### src/rtl/sap_run_controller.sv
// Run controller for the SAP-1 core: free-run prescaler, single-step, PC breakpoint
// and a 16-byte program loader that owns the RAM write port while loading.
module sap_run_controller #(
  parameter int DIV_W  = 19,
  parameter int ADDR_W = 4,
  parameter int DATA_W = 8
) (
  input  logic              clk,
  input  logic              rst_n,
  input  logic              cmd_valid,
  input  logic [1:0]        cmd_op,
  output logic              cmd_ready,
  input  logic              ld_valid,
  input  logic [DATA_W-1:0] ld_data,
  output logic              ld_ready,
  input  logic              bp_en,
  input  logic [ADDR_W-1:0] bp_addr,
  input  logic [ADDR_W-1:0] cpu_pc,
  input  logic [2:0]        cpu_stage,
  output logic              cpu_ce,
  output logic              cpu_rst,
  output logic              ram_we,
  output logic [ADDR_W-1:0] ram_addr,
  output logic [DATA_W-1:0] ram_wdata,
  output logic [2:0]        state
);

  typedef enum logic [2:0] {
    ST_PAUSED = 3'd0,
    ST_RUN    = 3'd1,
    ST_STEP   = 3'd2,
    ST_LOAD   = 3'd3,
    ST_HALTED = 3'd4
  } state_e;

  localparam logic [1:0]        OP_RUN    = 2'b00;
  localparam logic [1:0]        OP_STEP   = 2'b01;
  localparam logic [1:0]        OP_PAUSE  = 2'b10;
  localparam logic [1:0]        OP_LOAD   = 2'b11;
  localparam logic [2:0]        STG_BOUND = 3'd0;
  localparam logic [2:0]        STG_HALT  = 3'd6;
  localparam logic [2:0]        STEP_MAX  = 3'd7;
  localparam logic [DIV_W-1:0]  DIV_ONE   = DIV_W'(1);
  localparam logic [DIV_W-1:0]  DIV_LAST  = {DIV_W{1'b1}};
  localparam logic [ADDR_W-1:0] ADDR_ONE  = ADDR_W'(1);
  localparam logic [ADDR_W-1:0] ADDR_LAST = {ADDR_W{1'b1}};

  state_e            state_r, state_s;
  logic [DIV_W-1:0]  div_r, div_s;
  logic              skip_bp_r, skip_bp_s;
  logic              step_gap_r, step_gap_s;
  logic [2:0]        step_cnt_r, step_cnt_s;
  logic [ADDR_W-1:0] idx_r, idx_s;
  logic              hold_r, hold_s;
  logic              cpu_ce_r, cpu_ce_s;
  logic              cpu_rst_r, cpu_rst_s;
  logic              ram_we_r, ram_we_s;
  logic [ADDR_W-1:0] ram_addr_r, ram_addr_s;
  logic [DATA_W-1:0] ram_wdata_r, ram_wdata_s;
  logic              cmd_acc_s, tick_s, bp_hit_s, load_exit_s;

  assign cmd_ready = (state_r == ST_PAUSED) || (state_r == ST_RUN) || (state_r == ST_HALTED);
  assign ld_ready  = (state_r == ST_LOAD);
  assign cmd_acc_s = cmd_valid && cmd_ready;
  assign tick_s    = (div_r == DIV_LAST);
  assign bp_hit_s  = bp_en && (cpu_stage == STG_BOUND) && (cpu_pc == bp_addr);

  assign cpu_ce    = cpu_ce_r;
  assign cpu_rst   = cpu_rst_r;
  assign ram_we    = ram_we_r;
  assign ram_addr  = ram_addr_r;
  assign ram_wdata = ram_wdata_r;
  assign state     = state_r;

  // Next-state and next-output decode for all operating modes.
  always_comb begin
    state_s     = state_r;
    div_s       = div_r;
    skip_bp_s   = skip_bp_r;
    step_gap_s  = step_gap_r;
    step_cnt_s  = step_cnt_r;
    idx_s       = idx_r;
    cpu_ce_s    = 1'b0;
    ram_we_s    = 1'b0;
    ram_addr_s  = ram_addr_r;
    ram_wdata_s = ram_wdata_r;
    case (state_r)
      ST_PAUSED, ST_HALTED: begin
        if (cmd_acc_s && (cmd_op == OP_LOAD)) begin
          state_s    = ST_LOAD;
          idx_s      = {ADDR_W{1'b0}};
          ram_addr_s = {ADDR_W{1'b0}};
        end else if (cmd_acc_s && (state_r == ST_PAUSED) && (cmd_op == OP_RUN)) begin
          state_s   = ST_RUN;
          div_s     = {DIV_W{1'b0}};
          skip_bp_s = 1'b1;
        end else if (cmd_acc_s && (state_r == ST_PAUSED) && (cmd_op == OP_STEP)) begin
          state_s    = ST_STEP;
          step_gap_s = 1'b0;
          step_cnt_s = 3'd0;
        end else begin
          state_s = state_r;
        end
      end
      ST_RUN: begin
        div_s = div_r + DIV_ONE;
        if (cmd_acc_s && (cmd_op == OP_PAUSE)) begin
          state_s = ST_PAUSED;
        end else if (cpu_stage == STG_HALT) begin
          state_s = ST_HALTED;
        end else if (tick_s && bp_hit_s && !skip_bp_r) begin
          state_s = ST_PAUSED;
        end else if (tick_s) begin
          cpu_ce_s  = 1'b1;
          skip_bp_s = (cpu_stage == STG_BOUND) ? 1'b0 : skip_bp_r;
        end else begin
          state_s = ST_RUN;
        end
      end
      ST_STEP: begin
        // The stage seen at the end of a gap cycle already reflects the preceding pulse.
        if (step_gap_r) begin
          step_gap_s = 1'b0;
        end else if (cpu_stage == STG_HALT) begin
          state_s = ST_HALTED;
        end else if ((step_cnt_r != 3'd0) && (cpu_stage == STG_BOUND)) begin
          state_s = ST_PAUSED;
        end else if (step_cnt_r == STEP_MAX) begin
          state_s = ST_PAUSED;
        end else begin
          cpu_ce_s   = 1'b1;
          step_cnt_s = step_cnt_r + 3'd1;
          step_gap_s = 1'b1;
        end
      end
      ST_LOAD: begin
        if (ld_valid) begin
          ram_we_s    = 1'b1;
          ram_wdata_s = ld_data;
          ram_addr_s  = idx_r;
          idx_s       = idx_r + ADDR_ONE;
          state_s     = (idx_r == ADDR_LAST) ? ST_PAUSED : ST_LOAD;
        end else begin
          ram_we_s = 1'b0;
        end
      end
      default: begin
        state_s = ST_PAUSED;
      end
    endcase
    // Core reset covers the whole load plus one cycle past the final write.
    load_exit_s = (state_r == ST_LOAD) && (state_s != ST_LOAD);
    hold_s      = load_exit_s;
    cpu_rst_s   = (state_s == ST_LOAD) || load_exit_s || hold_r;
  end

  // State and registered outputs; the enable is masked whenever the core is held in reset.
  always_ff @(posedge clk) begin
    if (!rst_n) begin
      state_r     <= ST_PAUSED;
      div_r       <= {DIV_W{1'b0}};
      skip_bp_r   <= 1'b0;
      step_gap_r  <= 1'b0;
      step_cnt_r  <= 3'd0;
      idx_r       <= {ADDR_W{1'b0}};
      hold_r      <= 1'b0;
      cpu_ce_r    <= 1'b0;
      cpu_rst_r   <= 1'b1;
      ram_we_r    <= 1'b0;
      ram_addr_r  <= {ADDR_W{1'b0}};
      ram_wdata_r <= {DATA_W{1'b0}};
    end else begin
      state_r     <= state_s;
      div_r       <= div_s;
      skip_bp_r   <= skip_bp_s;
      step_gap_r  <= step_gap_s;
      step_cnt_r  <= step_cnt_s;
      idx_r       <= idx_s;
      hold_r      <= hold_s;
      cpu_ce_r    <= cpu_ce_s && !cpu_rst_s;
      cpu_rst_r   <= cpu_rst_s;
      ram_we_r    <= ram_we_s;
      ram_addr_r  <= ram_addr_s;
      ram_wdata_r <= ram_wdata_s;
    end
  end

endmodule

### config.mk
export PLATFORM = sky130hd
export DESIGN_NAME = sap_run_controller
export DESIGN_NICKNAME = d
export VERILOG_FILES = /design/src/rtl/sap_run_controller.sv
export SDC_FILE = /design/constraint.sdc
export NUM_CORES = 1
export LEC_CHECK = 0
export BUFFER_PORTS_ARGS = -buffer_cell sky130_fd_sc_hd__buf_2
export CORE_MARGIN = 2
export CORE_UTILIZATION = 50
export DETAILED_ROUTE_END_ITERATION = 10
export GPL_ROUTABILITY_DRIVEN = 0
export PLACE_DENSITY = 0.74
export SLEW_MARGIN = 20
export SYNTH_ARGS = -nofsm -noshare
export SYNTH_HDL_FRONTEND = slang
export SYNTH_SLANG_ARGS = --single-unit
### constraint.sdc
create_clock -name clk -period 2.95 [get_ports clk]
set_input_delay 0 -clock clk [delete_from_list [all_inputs] [get_ports clk]]
set_output_delay 0 -clock clk [all_outputs]
set_load 0.02 [all_outputs]
Word level (Yosys, flattened, before mapping) --
Cells that the tools add are included.
Cells by class: $lt $le $gt $ge 0, bitwise logic cells 0, $add $sub $neg 3, shift operators 0, $mul 0, div/mod/pow operators 0, muxes and demuxes 52, equality and inequality tests 29, reduce and logical (&&, ||, !) cells 34
Operators with widths (number):
- $mux W3 | 19
- $mux W19 | 2
- $pmux W19 S2 | 1
- $ne A2 B2 Y1 const B | 14
- $add A19 B1 Y19 const B | 1
- $eq A19 B19 Y1 const B | 1
- $mux W1 | 19
- $pmux W4 S2 | 2
- $reduce_and A8 Y1 | 2
- $logic_and A1 B1 Y1 | 13
- $mux W4 | 3
- $pmux W3 S4 | 1
- $eq A3 B2 Y1 const B | 3
- $eq A3 B3 Y1 const B | 3
- $logic_not A3 Y1 | 2
- $pmux W1 S2 | 3
- $pmux W3 S2 | 1
- $reduce_and A3 Y1 | 2
- $reduce_bool A2 Y1 | 3
- $add A4 B1 Y4 const B | 1
- $eq A2 B2 Y1 const B | 2
- $eq A4 B4 Y1 | 1
- $eq A4 B4 Y1 const B | 1
- $logic_or A1 B1 Y1 | 4
- other kinds (12) | 14
Word-level totals: ROM bits 0, bits in registers 47, output and inout bits 20, bits in latches 0, memories 0, memory bits (writable) 0, input port bits 26, word-level logic and storage cells 130

Depth between registers and ports, before layout --
word-level depth 16, mapped depth 6, depth with buffers taken out 6

Worst setup path before layout --
No wires, ideal clock.
path type register to register, start reg state_r[0], in the netlist state[0], end reg div_r[13], library setup time 0.071 ns, path slack 1.201 ns, period minus slack after synthesis 1.749 ns, required time 2.879 ns, data arrival time 1.679 ns, path buffers 2, cell stages (with the launch flop) 6, cells stage by stage dfxtp_1 clkbuf_1 o2111ai_1 buf_2 or4_1 a21oi_1
Between the ends: longest elaborated chain between the ends 8, elaborated cells between the ends (all ways) 15, classes of those cells eq/ne (4); mux (1); reduce/logical (10)
Ends and longest elaborated chain:
- start: declaration | RTL line 48 | state_e state_r, state_s;
- start signal: assignment | RTL line 173 | state_r <= state_s;
- $eq A3 B1 Y1 or $logic_not A3 Y1 (tied branches) | RTL line 62, 87, 93
- $logic_or A1 B1 Y1 (2 in series) | RTL line 62 | assign cmd_ready = (state_r == ST_PAUSED) || (state_r == ST_RUN) || (state_r == ST_HALTED);
- $logic_and A1 B1 Y1 | RTL line 64 | assign cmd_acc_s = cmd_valid && cmd_ready;
- $logic_and A1 B1 Y1 (2 in series) | RTL line 93 | end else if (cmd_acc_s && (state_r == ST_PAUSED) && (cmd_op == OP_RUN)) begin
- $ne A2 B2 Y1 (no source line)
- $reduce_and A3 Y1 (no source line)
- end signal: assignment | RTL line 161 | div_r <= {DIV_W{1'b0}};
- end signal: assignment | RTL line 174 | div_r <= div_s;
- end: declaration | RTL line 49 | logic [DIV_W-1:0] div_r, div_s;
Parallel ways exist; a longest one is shown, timed or not. A chain may end at the register's enable or synchronous reset.

Worst setup path after layout --
start reg div_r[4], end reg skip_bp_r
Between the ends: longest elaborated chain between the ends 5, elaborated cells between the ends (all ways) 6, classes of those cells eq/ne (3); reduce/logical (3)
Ends and longest elaborated chain:
- $eq A19 B19 Y1 (*) | RTL line 65 | assign tick_s = (div_r == DIV_LAST);
- $logic_and A1 B1 Y1 (2 in series) | RTL line 111 | end else if (tick_s && bp_hit_s && !skip_bp_r) begin
- $ne A2 B2 Y1 (no source line)
- $reduce_and A8 Y1 (no source line) (*)
- end signal: assignment | RTL line 175 | skip_bp_r <= skip_bp_s;
- end: declaration | RTL line 50 | logic skip_bp_r, skip_bp_s;
Mark *: on every way between the ends. The rest lies on a longest branch, timed or not.

==> impl_metrics.env <==
export IMPL_critPathMaxStageDelay_ns=0.55
export IMPL_hold_violations=0
export IMPL_yosysSeqAreaShare=0.408
export IMPL_ys_flop_type="dfxtp_1"
export IMPL_initial_utilization=0.523
export IMPL_diodes=0
export IMPL_wire_per_inst_um=13.8
export IMPL_synth_edf_count=0
export IMPL_worst_ep_required_time_ns=3.14
export IMPL_grt_overflow_total=0
export IMPL_rows=24
export IMPL_arrival_ns=2.53
export IMPL_combPwrFrac=0.104
export IMPL_clkTransAtPathRegs_ns=0.09
export IMPL_fill_cells=390
export IMPL_p_per_area_mw_per_mm2=468
export IMPL_clock_path_buffers=2
export IMPL_nNetsFinal=357
export IMPL_p_sw_frac=0.242
export IMPL_clk_latency_ns=0.30
export IMPL_grt_pass1_wl_um=9080
export IMPL_cts_sinks=47
export IMPL_worstPathCellList="nand4_1 -> nor4_1 -> o2111ai_1 -> o41a_1 -> dlygate4sd3_1"
export IMPL_holdBufCountCts=10
export IMPL_fmax_mhz=427
export IMPL_tns_ns=0
export IMPL_drt_initial_drc_count=105
export IMPL_max_cap_violations=0
export IMPL_dr_pass1_iters=5
export IMPL_ant_nets=0
export IMPL_critPathLaunchType="flop"
export IMPL_synthTopCellsByCount="dfxtp_1 (47), nand2_1 (35), a21oi_1 (32)"
export IMPL_internal_power_uw=985
export IMPL_cts_tree="built"
export IMPL_ios=46
export IMPL_drive_above_1_share=0.190
export IMPL_setup_violations=0
export IMPL_irDropWorstVdd_uv=220
export IMPL_fin_crit_sh=0.794
export IMPL_wl_um=5240
export IMPL_synth_top_area_cell="dfxtp_1"
export IMPL_cts_buffers=5
export IMPL_gr_usage_all_layers=0.217
export IMPL_area_growth_pct=20.3
export IMPL_synth_most_common_cell="dfxtp_1"
export IMPL_core_area_sq_mm=0.00441
export IMPL_drc=0
export IMPL_rsz0062_at_grt="false"
export IMPL_grt_max_degree=22
export IMPL_status="completed"
export IMPL_die_w_um=71.9
export IMPL_maxSlewHeadroom=0.453
export IMPL_syn_area_sq_mm=0.00231
export IMPL_dieArea_sq_mm=0.00517
export IMPL_clockRootBuffer="clkbuf_8"
export IMPL_ctsResizeCount=0
export IMPL_period_needed_ns=2.34
export IMPL_ys_types=47
export IMPL_ys_ff_latch=47
export IMPL_antenna_found_initial=0
export IMPL_grt_pass1_vias=2100
export IMPL_syn_nets=306
export IMPL_routed_via_density=5.68
export IMPL_skew_ns=0.00833
export IMPL_syn_inst=275
export IMPL_io_buffers=45
export IMPL_die_h_um=71.9
export IMPL_path_max_fanout=6
export IMPL_cts_setup_buffers=0
export IMPL_slew_violations=0
export IMPL_cts_htree_levels=2
export IMPL_end_kind="flop"
export IMPL_p_clk_frac=0.386
export IMPL_critPathKind="reg -> reg"
export IMPL_yosys_warnings=0
export IMPL_ys_async_sr_fraction=0
export IMPL_fin_total_pwr_uw=1300
export IMPL_leakagePower_uw=0.00107
export IMPL_tightest_slew_ns=0.820
export IMPL_syn_area_per_cell_sq_um=8.39
export IMPL_synthTopCellsByArea="dfxtp_1 (41%), a21oi_1 (6.9%), nand2_1 (5.7%)"
export IMPL_hp_class="in -> reg"
export IMPL_switching_power_uw=315
export IMPL_via_count=2153
export IMPL_synth_top_area_share=0.408
export IMPL_seqPwrFrac=0.510
export IMPL_slowest_stage="dlygate4sd3_1"
export IMPL_hpwl_um=3650
[cell type report]
type | count | area (sq um) | share of cell area
Sequential cell | 47 | 941 | 0.339
Clock buffer | 6 | 82.6 | 0.0297
Inverter | 8 | 30.0 | 0.0108
Multi-Input combinational cell | 209 | 1290 | 0.466
Tap cell | 52 | 65.1 | 0.0234
Clock inverter | 2 | 38.8 | 0.0140
Timing Repair Buffer | 55 | 325 | 0.117
[sequential cells by signal (all words and copies together) (netlist names)]
name and count:
cpu_rst 1, skip_bp_r 1, step_cnt_r 3, idx_r 4, ram_addr 4, cpu_ce 1, ram_we 1, ram_wdata 8
hold_r 1, div_r 19, state 3, step_gap_r 1
[power by group through the flow]
| stage | registers [uW] | clock network, uW | logic (uW) |
|---|---|---|---|
| after floorplan | 675 | 0 | 81.4 |
| after global placement | 676 | 0 | 123 |
| after detailed placement | 677 | 0 | 123 |
| after CTS | 662 | 512 | 134 |
| after global routing | 666 | 541 | 150 |
| final | 662 | 502 | 135 |
[path summary, 6_finish.rpt]
kind	start	to	slack [ns]	depth (start not counted)
setup / recovery	div_r[4]$_SDFFE_PN0P_	skip_bp_r$_SDFFE_PN0P_	0.61	5
hold / removal	rst_n	step_cnt_r[2]$_SDFFE_PN0P_	0.06	3
setup reg to reg	div_r[4]$_SDFFE_PN0P_	skip_bp_r$_SDFFE_PN0P_	0.61	5
hold reg to reg	hold_r$_SDFF_PN0_	cpu_rst$_SDFF_PN1_	0.45	2
[kinds of logic (layout without fill, tap and decap cells)]
group           Yosys count  after routing  synth area share
simple gates            119            119             0.287
compound gates           70             70             0.187
flops                    47             47             0.408
xor+xnor                 11             11            0.0418
buf+inv                  19             71            0.0315
mux                       4              4            0.0174
fa+ha+maj                 5              5            0.0271
[cell usage in the layout, fill, tap and decap left out, drive strengths merged, types with 3 or more instances in the layout]
cell,instances
dfxtp,47
buf,45
nand2,35
a21oi,32
nor2,20
nand3,12
dlygate4sd3,10
o21ai,9
or4,9
o31ai,8
inv,8
xor2,7
nand4,7
clkbuf,6
or3,6
nand2b,5
o2111ai,5
ha,5
nand3b,4
o21a,4
xnor2,4
mux2i,4
and4,4
nor3,3
o211ai,3
[routing by layer]
layer / GRT usage / routed length, um / up-vias / part of all wire
met5: 0 / 0 / - / 0
met3: 0.0403 / 151 / 10 / 0.029
li1: - / - / 1110 / -
met4: 0.0922 / 111 / 0 / 0.021
met1: 0.264 / 2240 / 992 / 0.43
met2: 0.378 / 2730 / 41 / 0.52
[metrics by stage]
step,util,instance area [sq um],setup slack (ns),cells,hold slack (ns)
after CTS,0.629,2780,0.599,379,0.0518
after detailed placement,0.579,2550,0.904,361,0.248
after global routing,0.629,2780,0.465,379,0.0783
final,0.629,2780,0.607,379,0.0565
after global placement,0.579,2550,0.977,361,0.244
after floorplan,-,2310,1.20,275,0.136
[worst max-delay path: cells and delay by family (launching register included)]
family          cells  cell delay (ns)
simple gates        2             0.70
compound gates      2             0.56
flops               1             0.43
buf+inv             1             0.55
Power figures use the tool's default switching activity.
